**src/rtl/vga_timing_gen.sv**
```systemverilog
// VGA raster timing generator: pixel-rate enable, x/y counters, registered
// sync/blanking aligned with x/y, and a once-per-frame tick plus frame counter.
module vga_timing_gen #(
    parameter int   H_DISPLAY   = 640,
    parameter int   H_FRONT     = 16,
    parameter int   H_SYNC      = 96,
    parameter int   H_BACK      = 48,
    parameter int   V_DISPLAY   = 480,
    parameter int   V_FRONT     = 10,
    parameter int   V_SYNC      = 2,
    parameter int   V_BACK      = 33,
    parameter int   CLK_DIV     = 4,
    parameter logic SYNC_ACTIVE = 1'b0,
    parameter int   TICK_LINE   = V_DISPLAY + 1
) (
    input  logic        clk,
    input  logic        reset,
    output logic        p_tick,
    output logic [9:0]  x,
    output logic [9:0]  y,
    output logic        video_on,
    output logic        hsync,
    output logic        vsync,
    output logic        frame_tick,
    output logic [15:0] frame_count
);
    localparam int H_TOTAL = H_DISPLAY + H_FRONT + H_SYNC + H_BACK;
    localparam int V_TOTAL = V_DISPLAY + V_FRONT + V_SYNC + V_BACK;

    localparam logic [9:0] H_LAST   = 10'(H_TOTAL - 1);
    localparam logic [9:0] V_LAST   = 10'(V_TOTAL - 1);
    localparam logic [9:0] H_VIS    = 10'(H_DISPLAY);
    localparam logic [9:0] V_VIS    = 10'(V_DISPLAY);
    localparam logic [9:0] HS_START = 10'(H_DISPLAY + H_FRONT);
    localparam logic [9:0] HS_END   = 10'(H_DISPLAY + H_FRONT + H_SYNC);
    localparam logic [9:0] VS_START = 10'(V_DISPLAY + V_FRONT);
    localparam logic [9:0] VS_END   = 10'(V_DISPLAY + V_FRONT + V_SYNC);
    localparam logic [9:0] TICK_Y   = 10'(TICK_LINE);
    localparam logic [3:0] DIV_LAST = 4'(CLK_DIV - 1);

    logic [3:0]  div_cnt_q, div_cnt_d;
    logic [9:0]  x_q, x_d, y_q, y_d;
    logic        video_on_q, video_on_d;
    logic        hsync_q, hsync_d, vsync_q, vsync_d;
    logic        frame_tick_q, frame_tick_d;
    logic [15:0] frame_count_q, frame_count_d;

    // With CLK_DIV=1 the divider sits at 0 == DIV_LAST, so p_tick stays high.
    assign p_tick = (div_cnt_q == DIV_LAST);

    always_comb begin
        div_cnt_d = (div_cnt_q == DIV_LAST) ? 4'd0 : div_cnt_q + 4'd1;
        x_d       = x_q;
        y_d       = y_q;
        if (p_tick) begin
            if (x_q == H_LAST) begin
                x_d = 10'd0;
                y_d = (y_q == V_LAST) ? 10'd0 : y_q + 10'd1;
            end else begin
                x_d = x_q + 10'd1;
            end
        end

        // Decoded from next-state position so outputs line up with x/y.
        video_on_d = (x_d < H_VIS) && (y_d < V_VIS);
        hsync_d    = (x_d >= HS_START && x_d < HS_END) ? SYNC_ACTIVE : ~SYNC_ACTIVE;
        vsync_d    = (y_d >= VS_START && y_d < VS_END) ? SYNC_ACTIVE : ~SYNC_ACTIVE;

        // Only the edge that enters (0, TICK_LINE) fires, not the dwell clocks.
        frame_tick_d  = p_tick && (x_q == H_LAST) && (y_d == TICK_Y);
        frame_count_d = frame_tick_d ? frame_count_q + 16'd1 : frame_count_q;
    end

    always_ff @(posedge clk or posedge reset) begin
        if (reset) begin
            div_cnt_q     <= 4'd0;
            x_q           <= 10'd0;
            y_q           <= 10'd0;
            video_on_q    <= 1'b1;
            hsync_q       <= ~SYNC_ACTIVE;
            vsync_q       <= ~SYNC_ACTIVE;
            frame_tick_q  <= 1'b0;
            frame_count_q <= 16'd0;
        end else begin
            div_cnt_q     <= div_cnt_d;
            x_q           <= x_d;
            y_q           <= y_d;
            video_on_q    <= video_on_d;
            hsync_q       <= hsync_d;
            vsync_q       <= vsync_d;
            frame_tick_q  <= frame_tick_d;
            frame_count_q <= frame_count_d;
        end
    end

    assign x           = x_q;
    assign y           = y_q;
    assign video_on    = video_on_q;
    assign hsync       = hsync_q;
    assign vsync       = vsync_q;
    assign frame_tick  = frame_tick_q;
    assign frame_count = frame_count_q;
endmodule

```
**config.mk**
```make
export PLATFORM = sky130hd
export DESIGN_NAME = vga_timing_gen
export DESIGN_NICKNAME = d
export VERILOG_FILES = /design/src/rtl/vga_timing_gen.sv
export SDC_FILE = /design/constraint.sdc
export NUM_CORES = 1
export LEC_CHECK = 0
export ABC_CLOCK_PERIOD_IN_PS = 5320
export CAP_MARGIN = 20
export CORE_MARGIN = 3
export CORE_UTILIZATION = 30
export DETAILED_ROUTE_END_ITERATION = 8
export HOLD_SLACK_MARGIN = 0.12
export RECOVER_POWER = 100
export SYNTH_ARGS = -nofsm -noshare
export SYNTH_HDL_FRONTEND = slang
export SYNTH_SLANG_ARGS = --single-unit
```
**constraint.sdc**
```tcl
create_clock -name clk -period 5.32 [get_ports clk]
set_clock_uncertainty 0.2 [all_clocks]
set_input_delay 1.064 -clock clk [delete_from_list [all_inputs] [get_ports clk]]
set_output_delay 1.064 -clock clk [all_outputs]
set_load 0.005 [all_outputs]
```
==> flow_summary.yaml <==
setup_path:
  crit_path_end_kind: "register"
  start_kind: "register"
  arrival_ns: 3.66
  critical_path_class: "reg2reg"
  worstPathMaxFanout: 17
  cp.required_ns: 5.31
  crit_start: "div_cnt_q[0]"
  r2r_start: "div_cnt_q[0]"
clocking:
  cts_resized: 0
  post-cts-setup-buffer-count: 0
  numClockSinks: 44
  holdBufCountCts: 0
  cts.path.max_buffers: 2
  tritoncts: "built"
  clock_latency_ns: 0.29
  path_clk_slew_ns: 0.09
  numCtsBuffers: 5
  root_buffer: "clkbuf_8"
  cts.htree.levels: 2
cells_and_area:
  antennaDiodeCount: 0
  fin_nets: 269
  synthToLayoutAreaGrowth_pct: 26.3
  fill_cells: 728
  layout-drive-gt1-share: 0.0494
timing:
  setup_viol: 0
  holdWs_ns: 0.264
  slew_violations: 45
  slew_headroom: -0.584
  rsz0062_at_grt: "no"
  tightestPinTransition_ns: 2.38
  hold_violations: 0
  min_period_over_period: 0.691
  setup_tns_ns: 0
  fmax_mhz: 272
  period_needed_ns: 3.68
synthesis:
  yosys_warnings: 0
  yosys.area.top_type: "dfrtp_1"
  ys_top_cells_by_area: "dfrtp_1 (46%), xnor2_1 (9.8%), and3_1 (4.5%)"
  ys_seq_area_frac: 0.495
  yosysTopAreaCellShare: 0.460
  ys_seq_elements: 44
  ys_types: 42
  syn-cell-area_um2: 2230
  synthCells: 221
  syn_nets: 228
  post_synth.cell_area_avg_um2: 10.1
  async_flop_share: 1.00
  synth_flop_cell: "dfrtp_1"
  synth_edf_count: 0
route:
  vias_per_cell: 4.82
  num_vias: 1730
  drt_iter0_markers: 138
  drt-total-wl_um: 4860
  ant_nets: 0
  wl_per_cell_um: 13.5
  drc: 0
  drt-pass1-iter-count: 4
pwr:
  power_density_nw_per_um2: 198
  leakage_uw: 0.00132
  worst_ir_drop_vdd_mv: 0.0849
run:
  drv_cap: 1
min_path:
  hold_class: "reg2reg"
  worstHoldStart: "div_cnt_q[0]"
die:
  core_area_um2: 6980
  rows: 30
  die_y_um: 92.2
  ios: 43
  die_w_um: 92.2
  dieArea_um2: 8510
  floorplan.initialDensity: 0.320
global_routing:
  grt_pass1_vias: 1760
  grt.overflow.total: 0
  antenna_found_initial: 0
  grt_pass1_wl_um: 8450
  grt_max_degree: 45
  track_usage: 0.122
placed_design:
  portBuffers: 42
  dp.final_hpwl_um: 3480
  gp_congestion: 0.865
status:
  status: "finished, violations left"
  violations: "max-capacitance violations, max-slew violations"
cell families (layout without fill, tap and decap cells):
kind of cell	after synthesis	count (layout)	synth area share
mux	3	3	0.0146
simple gates	101	101	0.246
compound gates	19	19	0.0600
flops	44	44	0.495
xor+xnor	31	31	0.122
buf+inv	18	60	0.0342
fa+ha+maj	5	5	0.0280
final cells by class:
class / instances / area, µm² / share of cell area
Clock buffer: 6 / 82.6 / 0.0293
Clock inverter: 2 / 10.0 / 0.00355
Inverter: 8 / 30.0 / 0.0107
Multi-Input combinational cell: 159 / 1040 / 0.370
Sequential cell: 44 / 1100 / 0.392
Tap cell: 96 / 120 / 0.0426
Timing Repair Buffer: 44 / 428 / 0.152
registers in the layout, indices dropped and copies added (netlist names):
signal	cells
frame_count	16
x	10
y	10
div_cnt_q	4
frame_tick	1
hsync	1
video_on	1
vsync	1
worst max-delay path, stage by stage, from the launching register on:
cell and delay (ns):
dfrtp_1 0.37, ha_1 0.19, or3b_1 0.46, or4_1 0.66, nor3_1 0.27, xnor2_1 0.15
a211oi_4 0.57, and4_1 0.36, mux2_1 0.33
worst paths after layout:
path / endpoint / slack [ns] / cells past startpoint
setup / recovery: frame_count[1] / 1.64 / 8
hold / removal: div_cnt_q[0] / 0.26 / 1
setup reg to reg: frame_count[1] / 1.64 / 8
hold reg to reg: div_cnt_q[0] / 0.26 / 1
max in group asynchronous: y[9] / 1.68 / 3
min in group asynchronous: frame_count[1] / 1.89 / 3
stage by stage:
stage,total power [µW],instances,worst slack [ns],cell area (µm²),utilization
3_3_place_gp,349,351,1.73,2740,0.392
2_1_floorplan,346,221,2.14,2230,-
3_5_place_dp,349,351,1.63,2740,0.392
4_1_cts,570,359,1.62,2830,0.406
6_report,557,359,1.64,2820,0.404
5_1_grt,585,359,1.10,2820,0.404
where the power goes:
part / total (µW) / switching [µW] / internal [µW]
clock network: 216 / 112 / 104
logic: 7.17 / 6.50 / 0.670
registers: 334 / 0 / 334
total: 557 / 119 / 439
metal layers:
metal / vias up / track usage / wire length (µm)
met5: - / 0 / 0
met4: 0 / 0.0322 / 35
met3: 5 / 0.0328 / 199
met2: 34 / 0.193 / 2310
met1: 833 / 0.165 / 2310
li1: 858 / - / -
Yosys cell counts (all sizes together) (6+ instances only):
cell,number
dfrtp,41
xnor2,25
nand3,19
nand2,18
and3,16
nand4,13
nor2,11
nor3,10
inv,8
o21ai,7
xor2,6
cell usage in the layout (no fill, tap or decap), types with 2 or more instances in the layout:
cell type       n
xnor2_1        25
nand3_1        19
dfstp_2         3
xor2_1          6
nor4_1          2
inv_1           7
clkinv_2        2
dfrtp_1        41
clkbuf_8        6
nand2_1        18
nand4_1        13
and4_1          3
clkbuf_1        2
o21ai_0         7
dlygate4sd3_1  42
o21a_1          3
nor3_1         10
or3_1           2
and3_1         16
ha_1            5
a21oi_1         2
nor2_1         11
Note: power is estimated with default switching activity, not from simulation.
==> edit, RTL diff (config.mk and constraints unchanged) <==
`y_q` no longer has a reset.
--- a/src/rtl/vga_timing_gen.sv
+++ b/src/rtl/vga_timing_gen.sv
@@ -75,7 +75,6 @@
         if (reset) begin
             div_cnt_q     <= 4'd0;
             x_q           <= 10'd0;
-            y_q           <= 10'd0;
             video_on_q    <= 1'b1;
             hsync_q       <= ~SYNC_ACTIVE;
             vsync_q       <= ~SYNC_ACTIVE;
@@ -84,13 +83,16 @@
         end else begin
             div_cnt_q     <= div_cnt_d;
             x_q           <= x_d;
-            y_q           <= y_d;
             video_on_q    <= video_on_d;
             hsync_q       <= hsync_d;
             vsync_q       <= vsync_d;
             frame_tick_q  <= frame_tick_d;
             frame_count_q <= frame_count_d;
         end
+    end
+
+    always_ff @(posedge clk) begin
+        y_q <= y_d;
     end
 
     assign x           = x_q;
Function: same outputs for any inputs over 10 cycles, from zero or initial values and one cycle with reset high; that may be too few to reach the edited logic, so the function may still have changed.
==> edit against the unedited design <==
The flow still finishes with violations (capacitance limit, slew limit). Maximum frequency is 2.5% lower. Global-route usage is 0.18 points lower. Via count is 3.5% lower. Setup slack worse by 0.094 ns. Final area is 1.2% lower. Sequential power hardly changed. Area after synthesis is 3.7% lower. Critical path depth is 1 lower. Clock power is 41% higher. Wire length is 2.5% lower. Sequential cell count stayed put. Total power is 15% higher. Critical endpoint unchanged.
==> edit: results <==
[placed_design]
globalplace.congestion = 0.803
hpwl_um = 3440

[critical_path]
slowest_stage = "nor4_4"
slowest_delay_ns = 0.76
path_max_fanout = 16
reg2reg_slack_ns = 1.55

[detailed_routing]
drt_iter0_markers = 40
wirelength_um = 4740
via_per_inst = 4.75

[synthesis]
synth_compound_area_frac = 0.0734
synthesis.nets = 215
synthTopCellsByCount = "dfrtp_1 (31), xnor2_1 (22), nand3_1 (16)"
synthXorXnorAreaFrac = 0.106
synthTopCellsByArea = "dfrtp_1 (36%), dfxtp_1 (9.3%), xnor2_1 (9.0%)"
synthMuxAreaShare = 0.0157
async_flop_share = 0.773
synthAdderAreaFrac = 0.0291
yosysSeqAreaShare = 0.491

[final_layout]
fill_cells = 696
drive_gt1_frac = 0.0510
nets = 261

[grt]
grt_use_total = 0.120
grt_pass1_wl_um = 8090
grt_pass1_vias = 1706

[run_status]
status = "complete, but fails checks"
violations = "capacitance limit, slew limit"

[run]
drv_cap = 1

[timing]
finalMaxSlewViolations = 35
-- edit: cell count changes after synthesis, sizes merged, moves of 4 or more --
cell / change
and2: +5
nor3: -6
dfrtp: -10
and3: -4
dfxtp: +10
-- edit: path summary, 6_finish.rpt --
check / endpoint / startpoint / cells after the start
worst max-delay path: frame_count[1] / div_cnt_q[0] / 7
worst min-delay path: div_cnt_q[0] / div_cnt_q[0] / 1
worst max register to register: frame_count[1] / div_cnt_q[0] / 7
worst min register to register: div_cnt_q[0] / div_cnt_q[0] / 1
max in group asynchronous: div_cnt_q[1] / reset / 3
min in group asynchronous: frame_count[3] / reset / 3
-- edit: power by group --
part / internal (mW) / switching (mW) / total, mW / leakage [nW]
clock network: 0.188 / 0.117 / 0.304 / 0.0654
logic: 0.000671 / 0.00491 / 0.00558 / 0.639
registers: 0.333 / 0 / 0.333 / 0.531
-- edit: per-layer routing --
layer	global-route usage	part of all wire	routed length, µm
met5	0	0	0
met4	0.0383	0.011	51
met3	0.0325	0.052	248
met1	0.164	0.49	2340
met2	0.184	0.44	2090
-- edit: worst reg2reg max path, cell delays in order, from the launching register on --
cell	delay, ns
dfrtp_1	0.38
ha_1	0.21
or3b_1	0.45
or4_1	0.69
nor4_1	0.39
o22ai_1	0.21
nor4_4	0.76
mux2_1	0.38
-- edit: kinds of logic (layout without fill, tap and decap cells) --
family / count (synthesis) / after routing
adder cells (fa/ha/maj): 5 / 5
XOR/XNOR: 26 / 26
buffers and inverters: 15 / 62
flip-flops: 44 / 44
AND/OR/NAND/NOR: 92 / 92
multiplexers: 3 / 3
AO/OA/AOI/OAI: 23 / 23
-- edit: final cells by class --
cell class	count	area (µm²)	share of cell area
Clock buffer	6	72.6	0.0261
Clock inverter	2	60.1	0.0216
Inverter	10	37.5	0.0135
Multi-Input combinational cell	149	1010	0.363
Sequential cell	44	1050	0.379
Tap cell	96	120	0.0431
Timing Repair Buffer	44	428	0.154
-- edit: metrics by stage --
stage	utilization	cells	setup slack (ns)	power, mW
floorplan	-	208	2.13	0.344
global placement	0.389	343	1.73	0.346
detailed placement	0.389	343	1.63	0.347
CTS	0.409	351	1.61	0.652
global route	0.405	351	1.27	0.668
finish	0.405	351	1.55	0.643
